===== src/rtl/uart_baud_gen_frac_if.sv =====
// ============================================================================
// Module   : uart_baud_gen_frac_if
// Brief    : Register-block / UART-FSM side bundle of the fractional baud
//            tick generator (divisor inputs, control strobes, tick outputs).
// Revision : 1.0
// ============================================================================
`default_nettype none

interface uart_baud_gen_frac_if #(
  parameter int CNT_WIDTH  = 16,
  parameter int FRAC_WIDTH = 4,
  parameter int OVERSAMPLE = 16
);
  localparam int c_os_width = $clog2(OVERSAMPLE);

  logic                  enable;
  logic                  load;
  logic                  rx_align;
  logic [CNT_WIDTH-1:0]  baud_val;
  logic [FRAC_WIDTH-1:0] baud_frac;
  logic                  baud_clock;
  logic                  xmit_pulse;
  logic                  sample_pulse;
  logic [c_os_width-1:0] phase;

  modport master (
    output enable, load, rx_align, baud_val, baud_frac,
    input  baud_clock, xmit_pulse, sample_pulse, phase
  );

  modport slave (
    input  enable, load, rx_align, baud_val, baud_frac,
    output baud_clock, xmit_pulse, sample_pulse, phase
  );
endinterface

`default_nettype wire


===== src/rtl/uart_baud_gen_frac.sv =====
// ============================================================================
// Module   : uart_baud_gen_frac
// Brief    : Fractional-N baud tick generator with oversample phase counter,
//            mid-bit sample strobe, receiver re-alignment and count enable.
// Revision : 1.0
// ============================================================================
`default_nettype none

module uart_baud_gen_frac #(
  parameter int CNT_WIDTH  = 16,
  parameter int FRAC_WIDTH = 4,
  parameter int OVERSAMPLE = 16
) (
  input  wire logic          clk,
  input  wire logic          reset_n,
  uart_baud_gen_frac_if.slave bus
);
  localparam int                    c_os_width = $clog2(OVERSAMPLE);
  localparam logic [c_os_width-1:0] c_os_last  = c_os_width'(OVERSAMPLE - 1);
  localparam logic [c_os_width-1:0] c_os_mid   = c_os_width'(OVERSAMPLE / 2 - 1);
  localparam logic [CNT_WIDTH:0]    c_cnt_one  = (CNT_WIDTH + 1)'(1);
  localparam logic [c_os_width-1:0] c_os_one   = c_os_width'(1);

  logic [CNT_WIDTH:0]    r_cnt;
  logic [FRAC_WIDTH-1:0] r_acc;
  logic [c_os_width-1:0] r_os_cnt;
  logic                  r_baud_clock;
  logic                  r_xmit_pulse;
  logic                  r_sample_pulse;

  logic [FRAC_WIDTH:0]   w_acc_sum;
  logic [CNT_WIDTH:0]    w_reload;
  logic [CNT_WIDTH:0]    w_cnt_next;
  logic [FRAC_WIDTH-1:0] w_acc_next;
  logic [c_os_width-1:0] w_os_next;
  logic                  w_baud_clock_next;
  logic                  w_xmit_next;
  logic                  w_sample_next;

  // The extra counter bit lets baud_val plus the fractional carry reload
  // without wrapping at the top of the divisor range.
  assign w_acc_sum = {1'b0, r_acc} + {1'b0, bus.baud_frac};
  assign w_reload  = {1'b0, bus.baud_val} + {{CNT_WIDTH{1'b0}}, w_acc_sum[FRAC_WIDTH]};

  always_comb begin
    w_cnt_next        = r_cnt;
    w_acc_next        = r_acc;
    w_os_next         = r_os_cnt;
    w_baud_clock_next = 1'b0;
    w_xmit_next       = 1'b0;
    w_sample_next     = 1'b0;
    if (bus.load) begin
      w_cnt_next = {1'b0, bus.baud_val};
      w_acc_next = '0;
      w_os_next  = '0;
    end else if (bus.rx_align) begin
      w_cnt_next = {1'b0, bus.baud_val};
      w_os_next  = '0;
    end else if (bus.enable) begin
      if (r_cnt != '0) begin
        w_cnt_next = r_cnt - c_cnt_one;
      end else begin
        w_cnt_next        = w_reload;
        w_acc_next        = w_acc_sum[FRAC_WIDTH-1:0];
        w_os_next         = r_os_cnt + c_os_one;
        w_baud_clock_next = 1'b1;
        w_xmit_next       = (r_os_cnt == c_os_last);
        w_sample_next     = (r_os_cnt == c_os_mid);
      end
    end
  end

  always_ff @(posedge clk or negedge reset_n) begin
    if (!reset_n) begin
      r_cnt          <= '0;
      r_acc          <= '0;
      r_os_cnt       <= '0;
      r_baud_clock   <= 1'b0;
      r_xmit_pulse   <= 1'b0;
      r_sample_pulse <= 1'b0;
    end else begin
      r_cnt          <= w_cnt_next;
      r_acc          <= w_acc_next;
      r_os_cnt       <= w_os_next;
      r_baud_clock   <= w_baud_clock_next;
      r_xmit_pulse   <= w_xmit_next;
      r_sample_pulse <= w_sample_next;
    end
  end

  assign bus.baud_clock   = r_baud_clock;
  assign bus.xmit_pulse   = r_xmit_pulse;
  assign bus.sample_pulse = r_sample_pulse;
  assign bus.phase        = r_os_cnt;

endmodule

`default_nettype wire


===== src/flat_wrapper.sv =====
// flat-port wrapper written by rule: the top's interface ports become plain ports
module uart_baud_gen_frac_flat 
#(
  parameter int CNT_WIDTH  = 16,
  parameter int FRAC_WIDTH = 4,
  parameter int OVERSAMPLE = 16
)
  (clk, reset_n, bus_enable, bus_load, bus_rx_align, bus_baud_val, bus_baud_frac, bus_baud_clock, bus_xmit_pulse, bus_sample_pulse, bus_phase);
  uart_baud_gen_frac_if #(.CNT_WIDTH(CNT_WIDTH), .FRAC_WIDTH(FRAC_WIDTH), .OVERSAMPLE(OVERSAMPLE)) bus_i ();
  input  wire logic clk;
  input  wire logic reset_n;
  input wire logic [$bits(bus_i.enable)-1:0] bus_enable;
  input wire logic [$bits(bus_i.load)-1:0] bus_load;
  input wire logic [$bits(bus_i.rx_align)-1:0] bus_rx_align;
  input wire logic [$bits(bus_i.baud_val)-1:0] bus_baud_val;
  input wire logic [$bits(bus_i.baud_frac)-1:0] bus_baud_frac;
  output wire logic [$bits(bus_i.baud_clock)-1:0] bus_baud_clock;
  output wire logic [$bits(bus_i.xmit_pulse)-1:0] bus_xmit_pulse;
  output wire logic [$bits(bus_i.sample_pulse)-1:0] bus_sample_pulse;
  output wire logic [$bits(bus_i.phase)-1:0] bus_phase;
  assign bus_i.enable = bus_enable;
  assign bus_i.load = bus_load;
  assign bus_i.rx_align = bus_rx_align;
  assign bus_i.baud_val = bus_baud_val;
  assign bus_i.baud_frac = bus_baud_frac;
  assign bus_baud_clock = bus_i.baud_clock;
  assign bus_xmit_pulse = bus_i.xmit_pulse;
  assign bus_sample_pulse = bus_i.sample_pulse;
  assign bus_phase = bus_i.phase;
  uart_baud_gen_frac #(.CNT_WIDTH(CNT_WIDTH), .FRAC_WIDTH(FRAC_WIDTH), .OVERSAMPLE(OVERSAMPLE)) u_core (.clk(clk), .reset_n(reset_n), .bus(bus_i));
endmodule

===== config.mk =====
export PLATFORM = sky130hd
export DESIGN_NAME = uart_baud_gen_frac_flat
export DESIGN_NICKNAME = d
export VERILOG_FILES = /design/src/rtl/uart_baud_gen_frac_if.sv /design/src/rtl/uart_baud_gen_frac.sv /design/src/flat_wrapper.sv
export SDC_FILE = /design/constraint.sdc
export NUM_CORES = 1
export LEC_CHECK = 0
export CELL_PAD_IN_SITES_DETAIL_PLACEMENT = 1
export CELL_PAD_IN_SITES_GLOBAL_PLACEMENT = 2
export CORE_MARGIN = 2
export CORE_UTILIZATION = 33
export CTS_CLUSTER_DIAMETER = 150
export DETAILED_ROUTE_END_ITERATION = 16
export PLACE_DENSITY_LB_ADDON = 0.1
export SKIP_LAST_GASP = 1
export SYNTH_ARGS = -nofsm -noshare
export SYNTH_HDL_FRONTEND = slang
export SYNTH_SLANG_ARGS = --single-unit

===== constraint.sdc =====
create_clock -name clk -period 3.4 [get_ports clk]
set_clock_uncertainty 0.2 [all_clocks]
set_input_delay 0.34 -clock clk [delete_from_list [all_inputs] [get_ports clk]]
set_output_delay 0.34 -clock clk [all_outputs]
set_load 0.005 [all_outputs]

# After elaboration in Yosys (flattened, before gate mapping)
# Cells that the tools add are included.
dict set report totals {
  regBits 28
  input_bits 25
  out_inout_bits 7
}
dict set report op_classes {
  add_sub_neg 4
  eq_ne 5
  muxes 24
  n_reduce_logical 5
}
# operator count
set op_table {}
lappend op_table {{$mux 17} 4}
lappend op_table {{$mux 4} 8}
lappend op_table {{$add 16x1->17} 1}
lappend op_table {{$reduce_bool 17->1} 1}
lappend op_table {{$sub 17x1->17 const B} 1}
lappend op_table {{$mux 1} 12}
lappend op_table {{$add 4x4->5} 1}
lappend op_table {{$add 4x1->4 const B} 1}
lappend op_table {{$eq 4x3->1 const B} 1}
lappend op_table {{$eq 4x4->1 const B} 1}
lappend op_table {{$ne 2x2->1 const B} 2}
lappend op_table {{$ne 3x3->1 const B} 1}
lappend op_table {{$reduce_and 3->1} 1}
lappend op_table {{$reduce_bool 3->1} 1}
lappend op_table {{$reduce_and 2->1} 1}
lappend op_table {{$reduce_bool 2->1} 1}

# Depth between registers and ports, before layout
dict set report depth {
  word_depth 6
  mapped_depth 11
  depth_no_buf 11
}

# Worst setup path before layout
# OpenSTA, ideal clock, no wires.
dict set report synth_path {
  path_type {register to register}
  start {reg u_core.r_acc[0]}
  end {reg u_core.r_cnt[10]}
  setup_time_ns 0.136
  t_arrival_ns 2.347
  required_ns 3.064
  setup_slack_ns 0.718
  path_stages_with_launch 12
  path_buffers 0
  period_less_slack_ns 2.682
  path_cell_list {dfrtp_1 -> ha_1 -> fa_1 -> a21o_1 -> a21o_1 -> ha_1 -> ha_1 -> nand3_1 -> nor3_1 -> xor2_1 -> a221oi_1 -> o21ai_0}
}
dict set report synth_between {
  elab_chain_len 6
}
# item line_no
set synth_lines {}
lappend synth_lines {{start: declaration} uart_baud_gen_frac.sv:25} ;# logic [FRAC_WIDTH-1:0] r_acc;
lappend synth_lines {{start signal: assignment} uart_baud_gen_frac.sv:83} ;# r_acc <= w_acc_next;
lappend synth_lines {{$add 4x4->5} uart_baud_gen_frac.sv:42} ;# assign w_acc_sum = {1'b0, r_acc} + {1'b0, bus.baud_frac};
lappend synth_lines {{$add 16x1->17} uart_baud_gen_frac.sv:43} ;# assign w_reload = {1'b0, bus.baud_val} + {{CNT_WIDTH{1'b0}}, w_acc_sum[FRAC_WIDTH]};
lappend synth_lines {{$mux 17} uart_baud_gen_frac.sv:60} ;# if (r_cnt != '0) begin
lappend synth_lines {{$mux 17} uart_baud_gen_frac.sv:59} ;# end else if (bus.enable) begin
lappend synth_lines {{$mux 17} uart_baud_gen_frac.sv:56} ;# end else if (bus.rx_align) begin
lappend synth_lines {{$mux 17} uart_baud_gen_frac.sv:52} ;# if (bus.load) begin
lappend synth_lines {{end signal: assignment} uart_baud_gen_frac.sv:82} ;# r_cnt <= w_cnt_next;
lappend synth_lines {{end: declaration} uart_baud_gen_frac.sv:24} ;# logic [CNT_WIDTH:0] r_cnt;
# No other way between the ends. The select of a mux whose other input is x is not followed.
# A chain may end at the register's enable or synchronous reset.

# Worst setup path after layout
dict set report layout_path {
  start {in bus_baud_frac[0]}
  end {reg u_core.r_cnt[10]}
}
dict set report layout_between {
  elab_chain_len 6
}
# item line_no
set layout_lines {}
lappend layout_lines {{start: declaration} flat_wrapper.sv:16} ;# input wire logic [$bits(bus_i.baud_frac)-1:0] bus_baud_frac;
lappend layout_lines {{$add 4x4->5} uart_baud_gen_frac.sv:42}
lappend layout_lines {{$add 16x1->17} uart_baud_gen_frac.sv:43}
lappend layout_lines {{$mux 17} uart_baud_gen_frac.sv:60}
lappend layout_lines {{$mux 17} uart_baud_gen_frac.sv:59}
lappend layout_lines {{$mux 17} uart_baud_gen_frac.sv:56}
lappend layout_lines {{$mux 17} uart_baud_gen_frac.sv:52}
# No other way between the ends. The select of a mux whose other input is x is not followed.

==> flow_metrics.tcl <==
set metrics [dict create \
    ys_seq_elements 28 \
    synth_area_per_cell_sq_um 8.794 \
    cts.htree.levels 1 \
    synth-adder-area-share_pct 6.764 \
    cts_hold_buf 0 \
    end_kind "flip-flop" \
    setup_viol 0 \
    critPathKind "in -> reg" \
    coreArea_sq_mm 0.006314 \
    synth_area_leaders "dfrtp_1 (33%), xnor2_1 (6.1%), ha_1 (5.8%)" \
    grt_pass1_wl_microns 10270 \
    yosysWarnings 0 \
    layout.cells.non_filler 352 \
    holdWs_ns 0.2451 \
    synth_compound_area_share_pct 16.97 \
    drtAntennaViolNets 0 \
    max_stage_delay_ns 0.41 \
    netlist_area_sq_mm 0.002146 \
    seq_area_frac_synth_pct 32.65 \
    dp.cells 348 \
    hpwl_microns 4470 \
    rows 29 \
    crit_buf_inv 1 \
    drv_cap 0 \
    wl_microns 6074 \
    synth_nets 280 \
    yosys.area.top_type "dfrtp_1" \
    n_antenna_cell 0 \
    relSlewSlack_pct 59.69 \
    area_growth_syn_to_layout_pct 22.04 \
    vdd_ir_drop_max_v 0.0001847 \
    vias_per_cell 5.574 \
    cts.sink_count 28 \
    synth_ff_type "dfrtp_1" \
    cts_root_buffer "clkbuf_8" \
    firstDrtPassIters 4 \
    crit_arrival_ns 2.94 \
    crit_family "adder cells" \
    p_leak_nw 1.044 \
    vias 1962 \
    io_pins 32 \
    synthXorXnorAreaFrac_pct 10.20 \
    tns_ns 0 \
    drv_slew 0 \
    synth.top_cell.area_share_pct 32.65 \
    period_minus_slack_ns 2.974 \
    grt_overflow 0 \
    cts_setup_buffers 0 \
    die_h_microns 84.64 \
    cts_buffers 3 \
    power_density_mw_per_mm2 311.1 \
    synth_cell_types 44 \
    fin_crit_sh_pct 87.47 \
    wl_per_cell_microns 17.26 \
    critPathMostFrequentCell "ha_1" \
    clockBufferDepth 2 \
    startpoint_type "input pin" \
    drt_iter0_markers 84 \
    clkSlewWorstSetupHoldPaths_ns 0.11 \
    post_cts_resize_count 0 \
    synth_top_family_by_area "simple AND/OR/NAND/NOR gates" \
    synth-simple-area-share_pct 27.41 \
    grt_pass1_vias 1990 \
    grt_setup_unrepaired "false" \
    outcome "finished clean" \
    cpMaxStageDelayCell "clkdlybuf4s50_1" \
    tightest_slew_ns 0.6046 \
    die_area_sq_mm 0.007163 \
    netlist_instances 244 \
    grt_max_degree 32 \
    antenna_found_initial 0 \
    drc 0 \
    max_freq_mhz 336.3 \
    initial_utilization_pct 33.99 \
    worstPathRequired_ns 3.36 \
    min_path_type "in -> async" \
    nets 312 \
    timing_hold_violations_final 0 \
    grt.total_usage_pct 17.92 \
    tritoncts "built" \
    synth-edff-count 0 \
    gp_congestion 0.7919 \
    portBuffers 31 \
    insertion_delay_ns 0.29 \
    die_x_microns 84.64 \
    drive_above_1_share_pct 6.182 \
    synth_mux_area_share_pct 2.799 \
    path_max_fanout 3 \
    power_uw 814.8 \
    synth-async-reset-ratio_pct 100.0 \
    path_cells "clkdlybuf4s50_1 > ha_1 > fa_1 > a21o_1 > a21o_1 > ha_1 > ha_1 > nand3_1 > nor3_1 > xor2_1 > a221oi_1 > o21ai_0" \
]
-- cell families after synthesis --
kind of cell / after synthesis
XOR/XNOR: 25
AND/OR/NAND/NOR: 99
flip-flops: 28
buffers and inverters: 15
multiplexers: 6
adder cells (fa/ha/maj): 11
AO/OA/AOI/OAI: 60
-- registers in the layout, indices dropped and copies added (netlist names) --
register and cells:
u_core.r_cnt 17, u_core.bus.phase 4, u_core.r_acc 4, u_core.bus.baud_clock 1
u_core.bus.sample_pulse 1, u_core.bus.xmit_pulse 1
-- Yosys cell counts (2+ instances only) --
cell / number
a21o_1: 6
a21oi_1: 16
a221oi_1: 2
a31oi_1: 3
and3_1: 4
and4_1: 3
clkbuf_1: 7
dfrtp_1: 28
ha_1: 10
inv_1: 5
mux2i_1: 6
nand2_1: 14
nand3_1: 17
nand4_1: 8
nor2_1: 17
nor3_1: 4
nor3b_1: 13
nor4_1: 4
o211ai_1: 6
o21ai_0: 21
or3_1: 3
or4_1: 2
xnor2_1: 15
xor2_1: 10
-- routing by layer --
layer | wire length (microns) | GRT usage [%] | vias to the layer above
li1 | - | - | 966
met1 | 2947 | 24.62 | 952
met2 | 2853 | 30.49 | 40
met3 | 211 | 1.770 | 4
met4 | 61 | 4.040 | 0
met5 | 0 | 0 | -
-- stage by stage --
stage                     instance area [sq um]  utilization, %  setup slack (ns)
after floorplan                            2146               -            0.7175
after global placement                     2547           40.35            0.2055
after detailed placement                   2547           40.35            0.1087
after CTS                                  2619           41.48            0.4188
after global routing                       2619           41.48            0.2728
final                                      2619           41.48            0.4262
-- path summary, 6_finish.rpt --
path	start	to	slack [ns]	cells after the start
min in group clk	u_core.bus.phase[3]	u_core.bus.sample_pulse	0.30	1
worst min-delay path	reset_n	u_core.r_acc[2]	0.25	2
max in group asynchronous	reset_n	u_core.r_cnt[16]	2.46	2
worst min register to register	u_core.bus.phase[3]	u_core.bus.sample_pulse	0.30	1
worst max-delay path	bus_baud_frac[0]	u_core.r_cnt[10]	0.43	12
worst max register to register	u_core.r_acc[0]	u_core.r_cnt[10]	0.49	11
-- cells in the final DEF (no fill, tap or decap), types with 3 or more instances in the layout --
cell type,instances
and3_1,4
and4_1,3
nor3_1,4
nor3b_1,13
a21o_1,6
xnor2_1,15
xor2_1,10
o211ai_1,6
a21oi_1,16
a31oi_1,3
ha_1,10
dfrtp_1,28
nand4_1,8
o21ai_0,21
nor2_1,17
clkbuf_8,3
nand2_1,14
or3_1,3
nand3_1,17
inv_1,5
mux2i_1,6
nor4_1,4
clkdlybuf4s50_1,31
buf_4,6
-- where the power goes --
part           internal, mW  switching [mW]  total, mW  leakage [nW]
Clock                 0.158           0.123      0.280        0.0357
Sequential            0.350          0.0304      0.380         0.358
Combinational        0.0745          0.0793      0.154         0.651
-- area by class of cell --
| type | count | area [sq um] |
|---|---|---|
| well taps | 77 | 96.34 |
| fillers | 747 | 3695 |
| repair buffers | 37 | 355.3 |
| flip-flops and latches | 28 | 700.7 |
| clock buffers | 3 | 41.29 |
| inverters | 5 | 18.77 |
| multi-input cells | 201 | 1376 |
| clock inverters | 1 | 30.03 |
Note: power is estimated with default switching activity, not from simulation.
==> edit: new RTL, same flow settings <==
`FRAC_WIDTH` is set to 4 in 3 places; all go to 6.
--- a/src/rtl/uart_baud_gen_frac_if.sv
+++ b/src/rtl/uart_baud_gen_frac_if.sv
@@ -9,5 +9,5 @@
 interface uart_baud_gen_frac_if #(
   parameter int CNT_WIDTH  = 16,
-  parameter int FRAC_WIDTH = 4,
+  parameter int FRAC_WIDTH = 6,
   parameter int OVERSAMPLE = 16
 );
--- a/src/rtl/uart_baud_gen_frac.sv
+++ b/src/rtl/uart_baud_gen_frac.sv
@@ -9,5 +9,5 @@
 module uart_baud_gen_frac #(
   parameter int CNT_WIDTH  = 16,
-  parameter int FRAC_WIDTH = 4,
+  parameter int FRAC_WIDTH = 6,
   parameter int OVERSAMPLE = 16
 ) (
--- a/src/flat_wrapper.sv
+++ b/src/flat_wrapper.sv
@@ -3,5 +3,5 @@
 #(
   parameter int CNT_WIDTH  = 16,
-  parameter int FRAC_WIDTH = 4,
+  parameter int FRAC_WIDTH = 6,
   parameter int OVERSAMPLE = 16
 )
Ports: changed (resized bus_baud_frac); port bits go from 32 to 34. No check against the original RTL was run, so the function may have changed too.
==> edit against the original RTL <==
Sequential share of layout area is 0.13 points higher; worst setup slack worse by 170 ps; design area is 6.6% higher; wire length is 13% higher; power is 16% higher; first-iteration DRC count is 14% lower; combinational power is 42% higher; sequential cell count is 2 higher; synthesized area is 4.3% higher; critical path type unchanged; critical endpoint unchanged.
==> edit: results <==
metrics = {
    "status": {
        "status": "finished clean",
    },
    "setup_path": {
        "reg2reg_slack_ps": 340,
        "rr_worst_depth": 13,
        "critPathMaxFanout": 4,
    },
    "synthesis": {
        "synthAdderAreaFrac_pct": 7.04,
        "synth_top_area_share_pct": 33.5,
        "yosysUniqueCellTypes": 46,
        "yosysSeqAreaShare_pct": 33.5,
        "synth-xor-area-share_pct": 9.78,
        "synthMuxAreaShare_pct": 2.85,
        "synth_compound_gate_area_share_pct": 18.6,
        "syn-num-nets": 295,
    },
    "global_routing": {
        "grt_pass1_wl_mm": 11.2,
        "grt_start_max_net_pins": 31,
        "grt_use_total_pct": 19.5,
    },
    "routing": {
        "wl_met1_mm": 3.59,
        "wl_met3_um": 219,
        "avgRoutedWirePerCell_um": 18.3,
        "first_iter_violations": 72,
        "wl_met2_mm": 3.02,
    },
    "pwr": {
        "power.leakage_nw": 1.14,
        "vdd_drop_max_uv": 140,
    },
    "finish": {
        "layout-drive-gt1-share_pct": 8.78,
        "nets": 334,
        "fillers": 813,
    },
    "clock_network": {
        "numCtsBuffers": 5,
        "path_clk_slew_ps": 70,
    },
    "placed_design": {
        "gp_congestion": 0.789,
        "port-buffer-count": 33,
    },
    "sta": {
        "relSlewSlack_pct": 50.2,
    },
}
edit: cell count changes in the layout (fill, tap and decap cells not counted), sizes merged, moves of 4 or more:
| cell | change |
|---|---|
| nor2b | +5 |
| nand3 | -6 |
| nor2 | +11 |
| nor3b | -13 |
| and3 | +6 |
| o21ai | -12 |
| a21oi | +8 |
| o211ai | -4 |
edit: area by class of cell:
class	instances	share of cell area [%]
inverter	4	0.538
tap	80	3.58
sequential	30	26.9
multi-input combinational	212	51.3
clock inverter	2	0.448
clock buffer	6	2.96
timing repair buffer	42	14.2
edit: logic make-up after synthesis:
| family | count (synthesis) |
|---|---|
| xor+xnor | 25 |
| flops | 30 |
| mux | 6 |
| compound gates | 63 |
| fa+ha+maj | 12 |
| buf+inv | 14 |
| simple gates | 106 |
edit: metal layers:
metal	global-route usage (%)	vias to the layer above
met3	3.62	5
met5	0	-
met2	29.9	34
li1	-	1028
met1	28.6	1026
met4	4.40	0
edit: worst max-delay path by stage:
stage | endpoint
after global placement | u_core.r_cnt[10]
after CTS | u_core.r_cnt[10]
final | u_core.r_cnt[10]
after detailed placement | u_core.r_cnt[10]
after global routing | u_core.r_cnt[10]
after floorplan | u_core.r_cnt[10]
edit: stage by stage:
stage	worst slack [ps]	instance area (um^2)	cells
2_1_floorplan	424	2240	256
3_3_place_gp	43.1	2700	368
3_5_place_dp	-15.6	2700	368
4_1_cts	248	2790	376
5_1_grt	109	2790	376
6_report	258	2790	376
edit: power by group:
group	total (W)	internal, W	switching, W
clock network	0.000315	0.000163	0.000152
registers	0.000413	0.000382	0.0000311
logic	0.000218	0.000105	0.000113
total	0.000946	0.000649	0.000297
